==> src/rtl/voice_env_mixer.sv <==
// Multi-voice mixer: per-channel attack/release envelopes, sequential weighted sum,
// normalisation by active-voice count, and a glitch-free double-buffered PWM output.
module voice_env_mixer #(
    parameter int NUM_CH       = 12,
    parameter int SAMPLE_W     = 8,
    parameter int ENV_W        = 4,
    parameter int ATTACK_STEP  = 1,
    parameter int RELEASE_STEP = 1
) (
    input  logic                           clk,
    input  logic                           n_rst,
    input  logic                           sample_now,
    input  logic [NUM_CH*SAMPLE_W-1:0]     samples,
    input  logic [NUM_CH-1:0]              key_on,
    output logic [SAMPLE_W-1:0]            mix_out,
    output logic                           mix_valid,
    output logic [$clog2(NUM_CH+1)-1:0]    active_cnt,
    output logic                           overrun,
    output logic                           pwm_out
);

    localparam int CNT_W   = $clog2(NUM_CH + 1);
    localparam int ACC_W   = SAMPLE_W + CNT_W;
    localparam int IDX_W   = (NUM_CH > 1) ? $clog2(NUM_CH) : 1;
    localparam int PROD_W  = SAMPLE_W + ENV_W;
    localparam int ENV_MAX = (1 << ENV_W) - 1;

    typedef enum logic [1:0] {IDLE, ACCUM, NORM} state_t;

    function automatic logic [ENV_W-1:0] env_step(input logic [ENV_W-1:0] env,
                                                  input logic key);
        int e;
        e = int'(env);
        if (key) begin
            e = e + ATTACK_STEP;
            if (e > ENV_MAX) e = ENV_MAX;
        end else begin
            e = e - RELEASE_STEP;
            if (e < 0) e = 0;
        end
        return ENV_W'(e);
    endfunction

    // Divide by the next power of two >= n, then clamp to the sample range.
    function automatic logic [SAMPLE_W-1:0] norm_sat(input logic [ACC_W-1:0] acc,
                                                     input logic [CNT_W-1:0] n);
        logic [ACC_W-1:0] shifted;
        int s;
        if (n == '0) return '0;
        s = 0;
        for (int k = CNT_W; k >= 0; k--) begin
            if ((1 << k) >= int'(n)) s = k;
        end
        shifted = acc >> s;
        if (shifted > ACC_W'((1 << SAMPLE_W) - 1)) return '1;
        return shifted[SAMPLE_W-1:0];
    endfunction

    state_t                state_q, state_d;
    logic [ENV_W-1:0]      env_q  [NUM_CH];
    logic [ENV_W-1:0]      env_d  [NUM_CH];
    logic [SAMPLE_W-1:0]   snap_q [NUM_CH];
    logic [SAMPLE_W-1:0]   snap_d [NUM_CH];
    logic [IDX_W-1:0]      idx_q, idx_d;
    logic [ACC_W-1:0]      acc_q, acc_d;
    logic [CNT_W-1:0]      n_q, n_d;
    logic [SAMPLE_W-1:0]   mix_q, mix_d;
    logic [CNT_W-1:0]      act_q, act_d;
    logic                  valid_q, valid_d;
    logic                  ovr_q, ovr_d;
    logic [SAMPLE_W-1:0]   cnt_q, cnt_d;
    logic [SAMPLE_W-1:0]   duty_q, duty_d;
    logic                  pwm_q, pwm_d;
    logic [PROD_W-1:0]     prod;

    always_comb begin
        state_d = state_q;
        env_d   = env_q;
        snap_d  = snap_q;
        idx_d   = idx_q;
        acc_d   = acc_q;
        n_d     = n_q;
        mix_d   = mix_q;
        act_d   = act_q;
        valid_d = 1'b0;
        ovr_d   = 1'b0;
        prod    = '0;

        case (state_q)
            IDLE: begin
                if (sample_now) begin
                    for (int i = 0; i < NUM_CH; i++) begin
                        env_d[i]  = env_step(env_q[i], key_on[i]);
                        snap_d[i] = samples[i*SAMPLE_W +: SAMPLE_W];
                    end
                    idx_d   = '0;
                    acc_d   = '0;
                    n_d     = '0;
                    state_d = ACCUM;
                end
            end
            ACCUM: begin
                prod  = PROD_W'(snap_q[idx_q]) * PROD_W'(env_q[idx_q]);
                acc_d = acc_q + ACC_W'(prod >> ENV_W);
                if (env_q[idx_q] != '0) n_d = n_q + CNT_W'(1);
                if (idx_q == IDX_W'(NUM_CH - 1)) state_d = NORM;
                else idx_d = idx_q + IDX_W'(1);
            end
            NORM: begin
                mix_d   = norm_sat(acc_q, n_q);
                act_d   = n_q;
                valid_d = 1'b1;
                state_d = IDLE;
            end
            default: state_d = IDLE;
        endcase

        // A strobe is only accepted in IDLE; anywhere else it is dropped and flagged.
        if (sample_now && (state_q != IDLE)) ovr_d = 1'b1;

        cnt_d  = cnt_q + SAMPLE_W'(1);
        duty_d = (cnt_q == '1) ? mix_q : duty_q;
        pwm_d  = (cnt_q < duty_q);
    end

    always_ff @(posedge clk or negedge n_rst) begin
        if (!n_rst) begin
            state_q <= IDLE;
            env_q   <= '{default: '0};
            idx_q   <= '0;
            acc_q   <= '0;
            n_q     <= '0;
            mix_q   <= '0;
            act_q   <= '0;
            valid_q <= 1'b0;
            ovr_q   <= 1'b0;
            cnt_q   <= '0;
            duty_q  <= '0;
            pwm_q   <= 1'b0;
        end else begin
            state_q <= state_d;
            env_q   <= env_d;
            idx_q   <= idx_d;
            acc_q   <= acc_d;
            n_q     <= n_d;
            mix_q   <= mix_d;
            act_q   <= act_d;
            valid_q <= valid_d;
            ovr_q   <= ovr_d;
            cnt_q   <= cnt_d;
            duty_q  <= duty_d;
            pwm_q   <= pwm_d;
        end
    end

    always_ff @(posedge clk) begin
        snap_q <= snap_d;
    end

    assign mix_out    = mix_q;
    assign mix_valid  = valid_q;
    assign active_cnt = act_q;
    assign overrun    = ovr_q;
    assign pwm_out    = pwm_q;

endmodule
==> config.mk <==
export PLATFORM = sky130hd
export DESIGN_NAME = voice_env_mixer
export DESIGN_NICKNAME = d
export VERILOG_FILES = /design/src/rtl/voice_env_mixer.sv
export SDC_FILE = /design/constraint.sdc
export NUM_CORES = 1
export LEC_CHECK = 0
export CELL_PAD_IN_SITES_DETAIL_PLACEMENT = 0
export CELL_PAD_IN_SITES_GLOBAL_PLACEMENT = 1
export CORE_MARGIN = 2
export CORE_UTILIZATION = 45
export DETAILED_ROUTE_END_ITERATION = 8
export GPL_TIMING_DRIVEN = 0
export PLACE_DENSITY_LB_ADDON = 0.1
export RECOVER_POWER = 25
export SETUP_SLACK_MARGIN = 0.05
export SYNTH_ARGS = -nofsm -noshare
export SYNTH_HDL_FRONTEND = slang
export SYNTH_SLANG_ARGS = --single-unit
export TNS_END_PERCENT = 5
==> constraint.sdc <==
create_clock -name clk -period 10.85 [get_ports clk]
set_input_delay 3.255 -clock clk [delete_from_list [all_inputs] [get_ports clk]]
set_output_delay 3.255 -clock clk [all_outputs]
set_load 0.005 [all_outputs]
==> flow_summary.ini <==
[logic_synthesis]
yosysSeqAreaShare_pct = 46.3
synth_fa_ha_area_share_pct = 9.16
ys_ff_latch = 197
synth.avg_cell_area_um2 = 10.7
synthMuxAreaShare_pct = 10.1
synth_area_leaders = edfxtp_1, dfrtp_1, ha_1, mux4_2, o21ai_0
synth_warnings = 0
ys.flop_type = dfrtp_1
netlist_instances = 1097
synth_top_area_cell = edfxtp_1
synth_top_family_by_area = compound AO/OA/AOI/OAI gates
syn-cell-area_um2 = 11700
ys_types = 67
synth_edf_count = 96
synth-compound-area-share_pct = 15.4
synth_xor_area_share_pct = 1.65
synth.most_common_cell = dfrtp_1
synth_common_cells = dfrtp_1, nand2_1, edfxtp_1
netlist.area_leader.share_pct = 24.6
synth-simple-area-share_pct = 12.1
synth_nets = 1284
async_flop_share_pct = 51.3

[die]
die_width_um = 165
dieArea_um2 = 27300
die_y_um = 165
start_util_pct = 45.4
core_um2 = 25800
ioPinCount = 126
rows = 59

[layout]
syn2layout_area_growth_pct = 19.8
fill_cells = 2298
drive_above_1_share_pct = 7.93
fin_nets = 1423
antennaDiodeCount = 0

[timing]
clock.fmax_mhz = 144
finalSetupTns_ns = 0
tightest_slew_ns = 2.70
hold_violations = 0
fin_crit_ns = 6.93
maxSlewViolCount = 48
fin_crit_sh_pct = 63.9
setup_violations = 0
worst_slack_ns = 3.92
clock_skew_ns = 0.0154
slew_headroom_pct = -80.3
rsz0062_at_grt = no

[detailed_routing]
first_pass_iters = 4
routedWlPerCell_um = 17.9
via_per_inst = 5.56
dr_total_vias = 8808
postRouteAntennaNets = 0
post-route-drc-count = 0
wl_um = 28400
drt_iter0_drc = 510

[place]
gp_congestion = 0.825
hpwl_um = 20800
pre_cts_slack_ns = 3.92
port_buffers = 118

[critical_path]
start_kind = register
cp-end-kind = register
r2r-end = acc_q[10]
crit_required_ns = 11.22
path_buf_inv = 7
crit_arrival_ns = 7.30
crit_fanout = 10
crit_family = compound AO/OA/AOI/OAI gates
critPathSlowestCell = fa_1
cp_common_cell = nor2_1
critPathKind = reg2reg
reg2reg_depth = 30
slowest_delay_ns = 0.52
rrSetupSlack_ns = 3.92
rr_startpoint = idx_q[1]

[power]
vdd_drop_max_mv = 0.198
p_leak_nw = 5.58
powerDensity_nw_per_um2 = 351

[global_route]
grt-ovfl-total = 0
grt_pass1_vias = 8461
antenna_found_initial = 1
grt_usage_pct = 21.6
grt_max_degree = 61
grt_pass1_wl_um = 45500

[clock_tree]
cts_max_level = 4
cts_tree = yes
cts_post_setup_buffers_inserted = 0
cts_buffers = 17
cts_resized = 0
clock-sinks = 197
clock_path_buffers = 2
cts_hold_buf = 0
cts_root_buffer = clkbuf_16
worstSkewPairLatency_ns = 0.45
path_clk_slew_ns = 0.08

[min_path]
hold_start = active_cnt[0]
whs_path_depth = 2
min_to = active_cnt[0]
hold_path_class = reg2reg

[status]
failed_checks = max-capacitance violations, max-slew violations
status = complete, but fails checks

[flow_run]
max_cap_viol_count = 1
-- power breakdown --
part / internal, W / total, W / leakage, nW / switching [W]
clock: 0.000330 / 0.000698 / 0.316 / 0.000368
sequential: 0.00100 / 0.00120 / 2.13 / 0.000200
combinational: 0.00134 / 0.00302 / 3.13 / 0.00168
total: 0.00267 / 0.00492 / 5.58 / 0.00225
-- logic make-up after synthesis --
group                      after synthesis
adders and majority gates               79
muxes                                   67
buffers and inverters                  154
and+or+nand+nor                        304
DFF                                    197
xor gates and xnor gates                22
AOI/OAI and AO/OA                      274
-- state kept, by name, indices dropped and copies added, names as in the netlist, 2 cells and up --
| name | flops |
|---|---|
| n_q | 4 |
| state_q | 2 |
| env_q | 48 |
| cnt_q | 8 |
| snap_q | 96 |
| idx_q | 4 |
| duty_q | 8 |
| mix_out | 8 |
| active_cnt | 4 |
| acc_q | 12 |
-- placed cells by master (no fill, tap or decap), types with 9 or more instances in the layout --
cell,netlist,layout
a211oi_1,13,13
a21o_1,14,14
a21oi_1,63,63
a221oi_1,15,15
a31oi_1,16,16
buf_1,11,10
clkbuf_1,48,49
clkbuf_16,0,17
clkdlybuf4s50_1,0,93
dfrtp_1,101,101
dlygate4sd3_1,0,24
edfxtp_1,96,96
fa_1,12,12
ha_1,64,64
inv_1,84,84
mux2i_1,26,26
mux4_1,11,11
mux4_2,25,25
nand2_1,98,98
nand2b_1,10,10
nand3_1,46,46
nor2_1,66,66
nor2b_1,23,23
nor3_1,27,27
o21ai_0,85,85
o31ai_1,9,9
o32ai_1,9,9
or2_2,9,9
xnor2_1,13,13
xor2_1,9,9
-- worst min-delay path, cell delays in order (launching register included) --
cell and delay [ns]:
dfrtp_1 0.35, nand2_1 0.05, o21ai_0 0.06
-- worst max path at each step --
stage | startpoint | endpoint | cells past startpoint
after detailed placement | idx_q[1] | acc_q[10] | 30
after floorplan | sample_now | snap_q[0] | 4
after global routing | idx_q[1] | acc_q[10] | 28
final | idx_q[1] | acc_q[10] | 30
after CTS | idx_q[1] | acc_q[10] | 30
after global placement | sample_now | idx_q[2] | 6
-- per-layer routing --
metal | share of wire, % | track usage, % | wire, µm
met1 | 47 | 30.3 | 13400
met2 | 47 | 34.9 | 13300
met3 | 4.8 | 4.12 | 1370
met4 | 1.0 | 4.94 | 294
met5 | 0 | 0 | 0
-- final cells by class --
cell class                      count  area, µm²  area share, %
Inverter                           85        319           2.28
Clock buffer                       17        425           3.04
Sequential cell                   197       5410           38.6
Tap cell                          335        419           2.99
Clock inverter                     15        234           1.67
Buffer                             69        309           2.21
Timing Repair Buffer              120       1230           8.78
Multi-Input combinational cell    746       5660           40.4
-- metrics by stage --
stage	cell area [µm²]	total power (W)	cells	utilization [%]	hold WS [ns]
2_1_floorplan	11700	0.00349	1097	-	0.465
3_3_place_gp	13300	0.00419	1550	51.6	0.467
3_5_place_dp	13400	0.00425	1552	51.8	0.479
4_1_cts	14000	0.00496	1584	54.4	0.499
5_1_grt	14000	0.00542	1584	54.4	0.520
6_report	14000	0.00492	1584	54.4	0.489
(Power assumes the default switching activity.)
